--- src/rtl/alu_result_serializer.sv ---
// rtl/alu_result_serializer.sv - captures ALU result words and streams them LSB-byte first
// Active word in a right-shift register; one pending slot absorbs a word arriving mid-send.
module alu_result_serializer #(
  parameter int Width = 16
) (
  input  logic             CLK,
  input  logic             RST,
  input  logic [Width-1:0] ALU_OUT,
  input  logic             OUT_VALID,
  output logic [7:0]       TX_DATA,
  output logic             TX_VALID,
  input  logic             TX_READY,
  output logic             BUSY,
  output logic             OVERFLOW
);

  localparam int BYTES = Width / 8;
  localparam int CW = (BYTES > 1) ? $clog2(BYTES) : 1;
  localparam logic [CW-1:0] LAST = CW'(BYTES - 1);

  localparam logic [0:0] ST_IDLE = 1'b0;
  localparam logic [0:0] ST_SEND = 1'b1;

  logic [0:0]       state;
  logic             valid_d;
  logic [Width-1:0] active;
  logic [CW-1:0]    cnt;
  logic [Width-1:0] pend;
  logic             pend_valid;
  logic             ovf;

  logic capture;
  logic xfer;
  logic last;

  assign capture = OUT_VALID & ~valid_d;
  assign xfer    = (state == ST_SEND) & TX_READY;
  assign last    = (cnt == LAST);

  always_ff @(posedge CLK or negedge RST) begin
    if (!RST) begin
      state      <= ST_IDLE;
      valid_d    <= 1'b0;
      active     <= '0;
      cnt        <= '0;
      pend       <= '0;
      pend_valid <= 1'b0;
      ovf        <= 1'b0;
    end else begin
      valid_d <= OUT_VALID;
      ovf     <= 1'b0;
      if (state == ST_IDLE) begin
        if (capture) begin
          active <= ALU_OUT;
          cnt    <= '0;
          state  <= ST_SEND;
        end
      end else if (xfer && last) begin
        // Word boundary: refill from pending first so the new capture can take its slot.
        if (pend_valid) begin
          active <= pend;
          cnt    <= '0;
          if (capture) begin
            pend <= ALU_OUT;
          end else begin
            pend_valid <= 1'b0;
          end
        end else if (capture) begin
          active <= ALU_OUT;
          cnt    <= '0;
        end else begin
          cnt   <= '0;
          state <= ST_IDLE;
        end
      end else begin
        if (xfer) begin
          active <= active >> 8;
          cnt    <= cnt + 1'b1;
        end
        if (capture) begin
          if (!pend_valid) begin
            pend       <= ALU_OUT;
            pend_valid <= 1'b1;
          end else begin
            ovf <= 1'b1;
          end
        end
      end
    end
  end

  assign TX_VALID = (state == ST_SEND);
  assign TX_DATA  = (state == ST_SEND) ? active[7:0] : 8'h00;
  assign BUSY     = (state == ST_SEND) | pend_valid;
  assign OVERFLOW = ovf;

endmodule

--- config.mk ---
export PLATFORM = sky130hd
export DESIGN_NAME = alu_result_serializer
export DESIGN_NICKNAME = d
export VERILOG_FILES = /design/src/rtl/alu_result_serializer.sv
export SDC_FILE = /design/constraint.sdc
export NUM_CORES = 1
export LEC_CHECK = 0
export CAP_MARGIN = 20
export CORE_ASPECT_RATIO = 1.4
export CORE_MARGIN = 2
export CORE_UTILIZATION = 57
export CTS_CLUSTER_SIZE = 20
export DETAILED_ROUTE_END_ITERATION = 10
export PLACE_DENSITY = 0.84
export SYNTH_ARGS = -nofsm -noshare
export SYNTH_HDL_FRONTEND = slang
export SYNTH_SLANG_ARGS = --single-unit
--- constraint.sdc ---
create_clock -name CLK -period 2.8 [get_ports CLK]
set_input_delay 0.7 -clock CLK [delete_from_list [all_inputs] [get_ports CLK]]
set_output_delay 0.7 -clock CLK [all_outputs]
set_load 0.05 [all_outputs]
==> results_tabular.tex <==
\begin{tabular}{lr}
\hline
Metric & Value \\
\hline
\multicolumn{2}{l}{\textbf{Placed design}} \\
\quad I/O Buffers & 30 \\
\quad RePlAce Congestion & 0.7827 \\
\quad Pre-CTS setup slack & 0.3601 ns \\
\quad Half-perimeter wire length after placement & 3091 microns \\
\quad Placed Cells incl. Taps & 227 \\
\multicolumn{2}{l}{\textbf{Clocking}} \\
\quad Clock sink total & 37 \\
\quad CTS Buf Count & 5 \\
\quad Clock network latency to the later pin of the worst-skew pair & around 0.29 ns \\
\quad TritonCTS clock tree & built \\
\quad Number of levels the H-tree was split into & 2 \\
\quad Master cell of the clock root buffer & clkbuf\_8 \\
\quad Post\_cts resized & 0 \\
\quad Maximum root-to-sink buffer count & 2 \\
\quad Clock-pin slew of the registers on the worst-case setup and hold paths & approximately 0.070 ns \\
\quad Total setup buffers inserted after CTS & 0 \\
\quad Post-cts hold buffer count & 0 \\
\multicolumn{2}{l}{\textbf{STA}} \\
\quad Final min period & 2.230 ns \\
\quad Sum of negative setup slack & 0 ns \\
\quad Maximum clock frequency & 448.4 MHz \\
\quad Final slew viol count & 0 \\
\quad Setup violation total in the final timing report & 0 \\
\quad Clock skew & 0.002825 ns \\
\quad Unrepaired setup endpoints after global routing & false \\
\quad Period Utilization, post-route & 79.65\% \\
\quad Actual slew at the worst max-slew pin & 0.6654 ns \\
\quad Max\_slew headroom & between 50\% and 60\% \\
\quad Post-route worst setup slack & around 0.57 ns \\
\quad Final number of hold-violating endpoints & 0 \\
\multicolumn{2}{l}{\textbf{Setup path}} \\
\quad Type of destination of the critical path & output pin \\
\quad CP peak stage delay & 0.83 ns \\
\quad Critical path start-end classification & reg -> out \\
\quad Reg-to-Reg Start & cnt \\
\quad Flop2flop setup slack & approximately 0.94 ns \\
\quad Worst Path Arrival & 1.53 ns \\
\quad Reg2reg end & pend[4] \\
\quad Family of cells with the greatest summed delay on the critical path & buffers and inverters \\
\quad Startpoint Class & flip-flop \\
\quad Worst endpoint required time & 2.10 ns \\
\quad CP max FO & 3 \\
\quad Cell with the largest stage delay on the worst path & clkdlybuf4s50\_1 \\
\quad Sum of buffers and inverters on the critical path & 1 \\
\quad Logic depth of the worst register-to-register path & 4 \\
\quad Cells along the critical path & clkdlybuf4s50\_1 \\
\multicolumn{2}{l}{\textbf{GRT}} \\
\quad Combined global-route utilization of all metal layers & 25.35\% \\
\quad Aggregate global routing overflow & 0 \\
\quad First-pass GRT wire length & 7120 microns \\
\quad Maximum number of pins on one net before global-route repair & 38 \\
\quad Vias in the first global route & 1,479 \\
\quad Number of antenna violations at the first check in global routing & 0 \\
\multicolumn{2}{l}{\textbf{Yosys}} \\
\quad Register area share after synthesis & 48.49\% \\
\quad Yosys warning count & 0 \\
\quad Number of nets produced by synthesis & 183 \\
\quad Cells after Synth & 163 \\
\quad Area share of the largest cell type after synthesis & 48.49\% \\
\quad Post-synth top area cell & dfrtp\_1 \\
\quad \#FFs+latches synth & 37 \\
\quad Mean cell area of the mapped netlist & 11.71 sq um \\
\quad Cell area after technology mapping & between 0.0015 and 0.002 sq mm \\
\quad Number of library cell types mapped by synthesis & 31 \\
\quad Leading post-synthesis cells by cell area & dfrtp\_1, mux2\_4, a221o\_1, mux2i\_1, and2\_1 \\
\multicolumn{2}{l}{\textbf{Detailed routing}} \\
\quad Post-route ant nets & 0 \\
\quad DRT Pass-1 Iters & 4 \\
\quad WL per Instance & 18.37 microns \\
\quad Residual DRC & 0 \\
\quad Via count normalized by instance count & between 6 and 7 \\
\quad Final Routed Wirelength & 4318 microns \\
\quad Via count of the routed design & 1,465 \\
\quad Initial DRC count & 55 \\
\multicolumn{2}{l}{\textbf{Worst hold path}} \\
\quad Sink of the worst hold path & pend[3] \\
\quad Hold crit path type & reg -> reg \\
\quad Start point of the worst hold path & pend[3] \\
\quad Number of cells traversed by the worst hold path & 1 \\
\multicolumn{2}{l}{\textbf{Die}} \\
\quad Site row count & 24 \\
\quad Area of the core region & 0.003153 sq mm \\
\quad Number of top-level pins & 31 \\
\quad Total die area & 0.003835 sq mm \\
\quad Effective utilization at floorplan & 60.56\% \\
\quad Die Ht & between 70 and 80 microns \\
\quad Die Span X & 52.92 microns \\
\multicolumn{2}{l}{\textbf{Cells and area}} \\
\quad Ant diodes & 0 \\
\quad Commonest cells after routing, fill and taps aside & dfrtp\_1, clkdlybuf4s50\_1, buf\_4 \\
\quad Area overhead of the layout relative to synthesis & 21.95\% \\
\quad Proportion of layout cells with a drive suffix above 1 & 21.94\% \\
\quad Most frequent standard cell in the layout excluding fill and tap cells & dfrtp\_1 \\
\quad Finished Core Util & 73.85\% \\
\quad Number of nets at the end of the flow & 215 \\
\quad Number of standard cells in the final layout excluding fillers & 235 \\
\multicolumn{2}{l}{\textbf{Pwr}} \\
\quad Static leakage & 1.037 nW \\
\quad Max IR drop VDD & 837.1 uV \\
\quad Total power consumption of the routed design & 2.648 mW \\
\quad PwrDens & between 1000 and 1500 mW/mm\^{}2 \\
\multicolumn{2}{l}{\textbf{Run status}} \\
\quad Result of the run & complete, no violations \\
\multicolumn{2}{l}{\textbf{Flow run}} \\
\quad Number of max-capacitance violations reported & 0 \\
\hline
\end{tabular}
==> layout make-up <==
cell class	count	area [sq um]
clock buffers	7	96.34
clock inverters	1	5.005
fillers	221	824.5
inverters	4	15.01
multi-input cells	110	894.6
flip-flops and latches	37	925.9
well taps	39	48.80
repair buffers	37	342.8
==> metrics by stage <==
| stage | area, sq um | hold slack, ns |
|---|---|---|
| 3_3_place_gp | 2227 | 0.4839 |
| 2_1_floorplan | 1909 | 0.4044 |
| 4_1_cts | 2328 | 0.5156 |
| 6_report | 2328 | 0.5184 |
| 3_5_place_dp | 2227 | 0.4951 |
| 5_1_grt | 2328 | 0.5327 |
==> cell usage after synthesis (all sizes together) <==
master / instances
dfrtp: 37
mux2: 16
and2: 11
a21oi: 10
nand2b: 9
a221o: 8
mux2i: 8
o21ai: 8
o22ai: 8
a221oi: 7
nand4: 7
buf: 6
clkbuf: 6
nand2: 5
inv: 3
nand3b: 2
nor2b: 2
a211oi: 1
a21boi: 1
a2bb2oi: 1
a41o: 1
and3: 1
and3b: 1
clkinv: 1
nor3b: 1
o31ai: 1
xor2: 1
==> cells by family (layout without fill, tap and decap cells) <==
group / Yosys count / after routing / synth area share (%)
xor+xnor: 1 / 1 / 0.4588
flops: 37 / 37 / 48.49
simple gates: 39 / 39 / 13.70
compound gates: 46 / 46 / 17.10
mux: 24 / 24 / 15.60
buf+inv: 16 / 49 / 4.652
==> per-layer routing <==
metal | vias up | GRT usage (%) | part of all wire [%]
li1 | 679 | - | -
met1 | 734 | 31.63 | 40
met2 | 45 | 43.47 | 54
met3 | 7 | 3.704 | 5.1
met4 | 0 | 9.972 | 1.1
met5 | - | 0 | 0
==> sequential cells by signal, indices dropped and copies added (netlist names) <==
register and count:
active 16, pend 16, OVERFLOW 1, TX_VALID 1, cnt 1, pend_valid 1, valid_d 1
==> power by group <==
group / leakage [nW] / switching (mW) / internal [mW]
clock: 0.0542 / 0.195 / 0.223
sequential: 0.452 / 0.214 / 0.776
combinational: 0.532 / 0.694 / 0.546
total: 1.04 / 1.10 / 1.54
==> worst max-delay path by stage <==
stage                       to      start  cells past startpoint
floorplan           TX_DATA[0]   TX_VALID                      3
global placement       pend[3]  OUT_VALID                      5
detailed placement     pend[4]  OUT_VALID                      5
CTS                   TX_VALID   TX_VALID                      1
global route          TX_VALID   TX_VALID                      1
finish                TX_VALID   TX_VALID                      1
==> worst register-to-register path, cell delays in order (launching register included) <==
cell and delay (ns):
dfrtp_1 0.57, nand3b_1 0.26, nor3b_4 0.35, buf_12 0.21, mux2_2 0.36
Note: power is estimated with default switching activity, not from simulation.
==> variant 1: new RTL, config.mk and constraints unchanged <==
Set the parameter `Width` to 32 (it was 16).
--- a/src/rtl/alu_result_serializer.sv
+++ b/src/rtl/alu_result_serializer.sv
@@ -2,5 +2,5 @@
 // Active word in a right-shift register; one pending slot absorbs a word arriving mid-send.
 module alu_result_serializer #(
-  parameter int Width = 16
+  parameter int Width = 32
 ) (
   input  logic             CLK,
Interface: changed (resized ALU_OUT); port bits go from 31 to 47. The function was not compared with the original's and may differ.
==> variant 1 against the unedited design <==
Setup slack got worse by 0.35 ns. Synthesized area grew 71%. Cell area grew 69%. Wire length up 61%. Hold slack got worse by 0.014 ns. First-iteration DRC count rose to 4.1 times the old value. Sequential cell count rose by 33. Via count up 57%. Total power rose by 56%.
==> variant 1: results (changes against the unedited design) <==
===============================================================================
Pin count of the biggest net entering global routing                         71   was 38
Most numerous cell types in the synthesized netlist                70 x sky130_fd_sc_hd__dfrtp_1, 30 x sky130_fd_sc_hd__a221o_1, 27 x sky130_fd_sc_hd__a21oi_1, 26 x sky130_fd_sc_hd__nor2_1   was 37 x sky130_fd_sc_hd__dfrtp_1, 11 x sky130_fd_sc_hd__and2_1, 10 x sky130_fd_sc_hd__a21oi_1, 10 x sky130_fd_sc_hd__mux2_4, 9 x sky130_fd_sc_hd__nand2b_1
Most area-consuming cells after synthesis                          sky130_fd_sc_hd__dfrtp_1 54%, sky130_fd_sc_hd__a221o_1 9.2%, sky130_fd_sc_hd__mux2_2 7.6%   was sky130_fd_sc_hd__dfrtp_1 48%, sky130_fd_sc_hd__mux2_4 7.9%, sky130_fd_sc_hd__a221o_1 4.2%
Placed Cells                                                                371   was 227
Share of layout cells above drive strength 1                             0.2038   was 0.2194
Filler cell count                                                           408   was 221
Reg-to-reg critical path startpoint                                cnt[0]$_DFFE_PN0P_   was cnt$_DFFE_PN0P_
Pleak                                                               0.001775 uW   was 0.001037 uW
Data arrival time at the worst-slack endpoint                           1.88 ns   was 1.53 ns
Clock insertion delay at the later pin of the skew report               0.34 ns   was 0.29 ns
Total track usage                                                        0.2448   was 0.2535
Final routed wire length divided by cell count                         18.01 um   was 18.37 um
Termination of the worst setup path                                        BUSY   was TX_VALID
Maximum single-stage delay on the critical path                         0.79 ns   was 0.83 ns
Final weighted congestion of routability-driven global placement         0.7281   was 0.7827
Status                                                                completed   unchanged
CP Max Fanout                                                                18   was 3
Iter 0 DRT Violations                                                       223   was 55
Vias                                                                       2297   was 1465
Placed wire-length estimate after detailed placement                    4208 um   was 3091 um
Worst clock skew on the final layout                                0.008548 ns   was 0.002825 ns
Average cell area after synthesis                                     12.07 um2   was 11.71 um2
Cell variety after synth                                                     34   was 31
Global-route wire length before repair                                 11500 um   was 7120 um
Via density per instance                                                  5.935   was 6.234
Number of clock buffers inserted by TritonCTS                                 9   was 5
Nets in the synthesized netlist                                             308   was 183
Cell depth of the worst flop-to-flop path                                     6   was 4
Endpoint of the most critical register-to-register path            pend[18]$_DFFE_PN0P_   was pend[4]$_DFFE_PN0P_
===============================================================================
## variant 1: cell count changes after synthesis, moves of 16 or more
cell	before	now
sky130_fd_sc_hd__nor2b_1	2	22
sky130_fd_sc_hd__mux2_2	6	22
sky130_fd_sc_hd__nor2_1	0	26
sky130_fd_sc_hd__a21oi_1	10	27
sky130_fd_sc_hd__a221o_1	8	30
sky130_fd_sc_hd__dfrtp_1	37	70
## variant 1: how the worst min path moves through the flow
stage / start / end / cells after the start
detailed placement: pend[25]$_DFFE_PN0P_ / pend[25]$_DFFE_PN0P_ / 1
global placement: pend[24]$_DFFE_PN0P_ / pend[24]$_DFFE_PN0P_ / 1
global route: pend[25]$_DFFE_PN0P_ / pend[25]$_DFFE_PN0P_ / 1
finish: active[1]$_DFFE_PN0P_ / active[1]$_DFFE_PN0P_ / 1
CTS: pend[25]$_DFFE_PN0P_ / pend[25]$_DFFE_PN0P_ / 1
floorplan: RST / OVERFLOW$_DFF_PN0_ / 0
## variant 1: power breakdown
part	switching, uW	internal, uW
clock network	364	524
registers	268	1430
logic	778	777
## variant 1: logic make-up after synthesis
group / share of synthesized area
xor+xnor: 0.002678
mux: 0.1247
flops: 0.5356
simple gates: 0.1312
fa+ha+maj: 0.003825
compound gates: 0.1553
buf+inv: 0.04667
## variant 1: per-layer routing
layer,routed length [um],vias to the layer above,GRT usage
li1,-,1071,-
met1,2976,1151,0.3209
met2,3528,64,0.3972
met3,342,11,0.04693
met4,121,0,0.09000
met5,0,-,0
## variant 1: cell type report
type / count / area (um2) / area share
Sequential cell: 70 / 1753 / 0.4442
Inverter: 2 / 7.507 / 0.001902
Clock inverter: 4 / 70.07 / 0.01776
Clock buffer: 12 / 145.1 / 0.03678
Tap cell: 68 / 85.08 / 0.02156
Multi-Input combinational cell: 180 / 1380 / 0.3497
Timing Repair Buffer: 51 / 505.5 / 0.1281
## variant 1: metrics by stage
step	cell area (um2)	util	worst slack, ns	hold slack (ns)	total power [uW]
2_1_floorplan	3271	-	0.6437	0.4044	2836
3_3_place_gp	3730	0.6750	0.3631	0.4833	3174
3_5_place_dp	3730	0.6750	0.3032	0.4853	3258
4_1_cts	3945	0.7140	0.01836	0.5060	4150
5_1_grt	3946	0.7142	0.1360	0.5097	4384
6_report	3946	0.7142	0.2225	0.5043	4137
## variant 1: what timing repair did
action | in CTS | in global routing
endpoints found under the setup margin | 0 | 9
hold buffers | 0 | 0
hold endpoints to repair | 0 | 0
resized for setup | 0 | 1
==> variant 2: new RTL, config.mk and constraints unchanged <==
Without the edit above. Register the output `OVERFLOW` once more; this adds one clock of latency there. The other outputs are not delayed to match.
--- a/src/rtl/alu_result_serializer.sv
+++ b/src/rtl/alu_result_serializer.sv
@@ -93,5 +93,7 @@
   assign TX_DATA  = (state == ST_SEND) ? active[7:0] : 8'h00;
   assign BUSY     = (state == ST_SEND) | pend_valid;
-  assign OVERFLOW = ovf;
+  always_ff @(posedge CLK) begin
+    OVERFLOW <= ovf;
+  end
 
 endmodule
Check against the original RTL: not equivalent (Yosys sat finds a counterexample within 10 cycles, from zero or initial values and one cycle with RST low).
==> variant 2 against the unedited design <==
First-iteration DRC count is 7.3% higher. Hold slack worse by 0.17 ns. Register-to-register slack hardly changed. Sequential share of layout area is 1.0 points higher. Wire length is 4.7% higher. Non-clock buffer count is 1 lower. Total power is 0.13% lower. Core utilization is 3.9 points lower. Setup slack better by 0.054 ns. Count of clock-buffer cells in the layout is 1 higher. Sequential cell count is 1 higher. Synthesized area is 1.0% higher. Cell count is 0.43% higher. Cell area is 0.43% lower. Critical path type is now input pin to flop. Critical endpoint is now pend[0]$_DFFE_PN0P_.
==> variant 2: results (changes against the unedited design) <==
====================================================================================
Final weighted congestion of routability-driven global placement              0.7738   was 0.7827
Most area-consuming cells after synthesis                               sky130_fd_sc_hd__dfrtp_1 48%, sky130_fd_sc_hd__mux2_4 7.8%, sky130_fd_sc_hd__a221o_1 4.2%   was sky130_fd_sc_hd__dfrtp_1 48%, sky130_fd_sc_hd__mux2_4 7.9%, sky130_fd_sc_hd__a221o_1 4.2%
Post-synthesis cell count                                                        164   was 163
Total track usage                                                             0.2677   was 0.2535
Via count of the first global-routing pass                                      1550   was 1479
Status                                                                     completed   unchanged
Total wire length after detailed routing                                     4523 um   was 4318 um
Placed Cells                                                                     228   was 227
Filler cell count                                                                257   was 221
Data arrival time at the worst-slack endpoint                                2.35 ns   was 1.53 ns
Met3 WL                                                                       249 um   was 222 um
Global-route wire length before repair                                       7472 um   was 7120 um
Maximum single-stage delay on the critical path                              0.54 ns   was 0.83 ns
Setup Slack @ Placement                                                    0.3518 ns   was 0.3601 ns
Sequential fraction of the synthesis area                                     0.4903   was 0.4849
Termination of the worst setup path                                     pend[0]$_DFFE_PN0P_   was TX_VALID
Iter 0 DRT Violations                                                             59   was 55
Reg-to-reg critical path startpoint                                     cnt$_DFFE_PN0P_   unchanged
Endpoint of the most critical register-to-register path                 active[11]$_DFFE_PN0P_   was pend[4]$_DFFE_PN0P_
Placed wire-length estimate after detailed placement                         3074 um   was 3091 um
Nets in the synthesized netlist                                                  184   was 183
Pleak                                                                    0.001029 uW   was 0.001037 uW
Share of flip-flops with an asynchronous set or reset after synthesis         0.9737   was 1.000
Via density per instance                                                       6.377   was 6.234
Cell variety after synth                                                          32   was 31
Worst setup path start                                                      TX_READY   was TX_VALID$_DFF_PN0_
Share of layout cells above drive strength 1                                  0.2041   was 0.2194
Grt met1 use                                                                  0.3374   was 0.3163
VDD IR-drop max                                                          0.0007347 V   was 0.0008371 V
Detail Route met2 WL                                                         2385 um   was 2313 um
Detailed-route wire length on metal 1                                        1831 um   was 1733 um
Global routing met3 resource utilization                                     0.06148   was 0.03704
Final cycle utilization of the critical path                                  0.7770   was 0.7965
M2 GR Usage                                                                   0.4472   was 0.4347
Total cell area at the placement stage                                  0.002228 mm2   was 0.002227 mm2
Worst clock skew on the final layout                                     0.006307 ns   was 0.002825 ns
Worst-case headroom to the max-slew limit                                     0.5478   was 0.5564
Antenna diode instance count                                                       0   unchanged
====================================================================================
==> variant 2: changes by cell type after synthesis, sizes merged <==
cell | before | now
dfxtp | 0 | 1
==> variant 2: worst min-delay path by stage <==
stage | from | endpoint | slack, ns | cells after the start
floorplan | ovf$_DFF_PN0_ | OVERFLOW$_DFF_P_ | 0.32 | 0
global placement | ovf$_DFF_PN0_ | OVERFLOW$_DFF_P_ | 0.33 | 0
detailed placement | ovf$_DFF_PN0_ | OVERFLOW$_DFF_P_ | 0.33 | 0
CTS | ovf$_DFF_PN0_ | OVERFLOW$_DFF_P_ | 0.35 | 0
global route | ovf$_DFF_PN0_ | OVERFLOW$_DFF_P_ | 0.36 | 0
finish | ovf$_DFF_PN0_ | OVERFLOW$_DFF_P_ | 0.35 | 0
==> variant 2: where the power goes <==
group | leakage, uW | switching [uW] | internal [uW]
clock network | 0.0000455 | 186 | 201
logic | 0.000524 | 711 | 538
registers | 0.000460 | 217 | 793
total | 0.00103 | 1110 | 1530
==> variant 2: stage by stage <==
step                      hold WS, ns    util
final                          0.3454  0.6992
after global routing           0.3634  0.6992
after CTS                      0.3489  0.6992
after detailed placement       0.3321  0.6721
after global placement         0.3256  0.6721
after floorplan                0.3242       -
==> variant 2: cell type report <==
type / instances / area share
flip-flops and latches: 38 / 0.4080
multi-input cells: 110 / 0.3859
repair buffers: 36 / 0.1392
clock buffers: 8 / 0.03886
well taps: 40 / 0.02159
inverters: 4 / 0.006476
==> variant 2: cells by family (layout without fill, tap and decap cells) <==
group / count (synthesis) / in the layout / share of synthesized area
muxes: 24 / 24 / 0.1543
and+or+nand+nor: 39 / 39 / 0.1355
xor gates and xnor gates: 1 / 1 / 0.004540
DFF: 38 / 38 / 0.4903
buffers and inverters: 16 / 48 / 0.04604
AOI/OAI and AO/OA: 46 / 46 / 0.1693
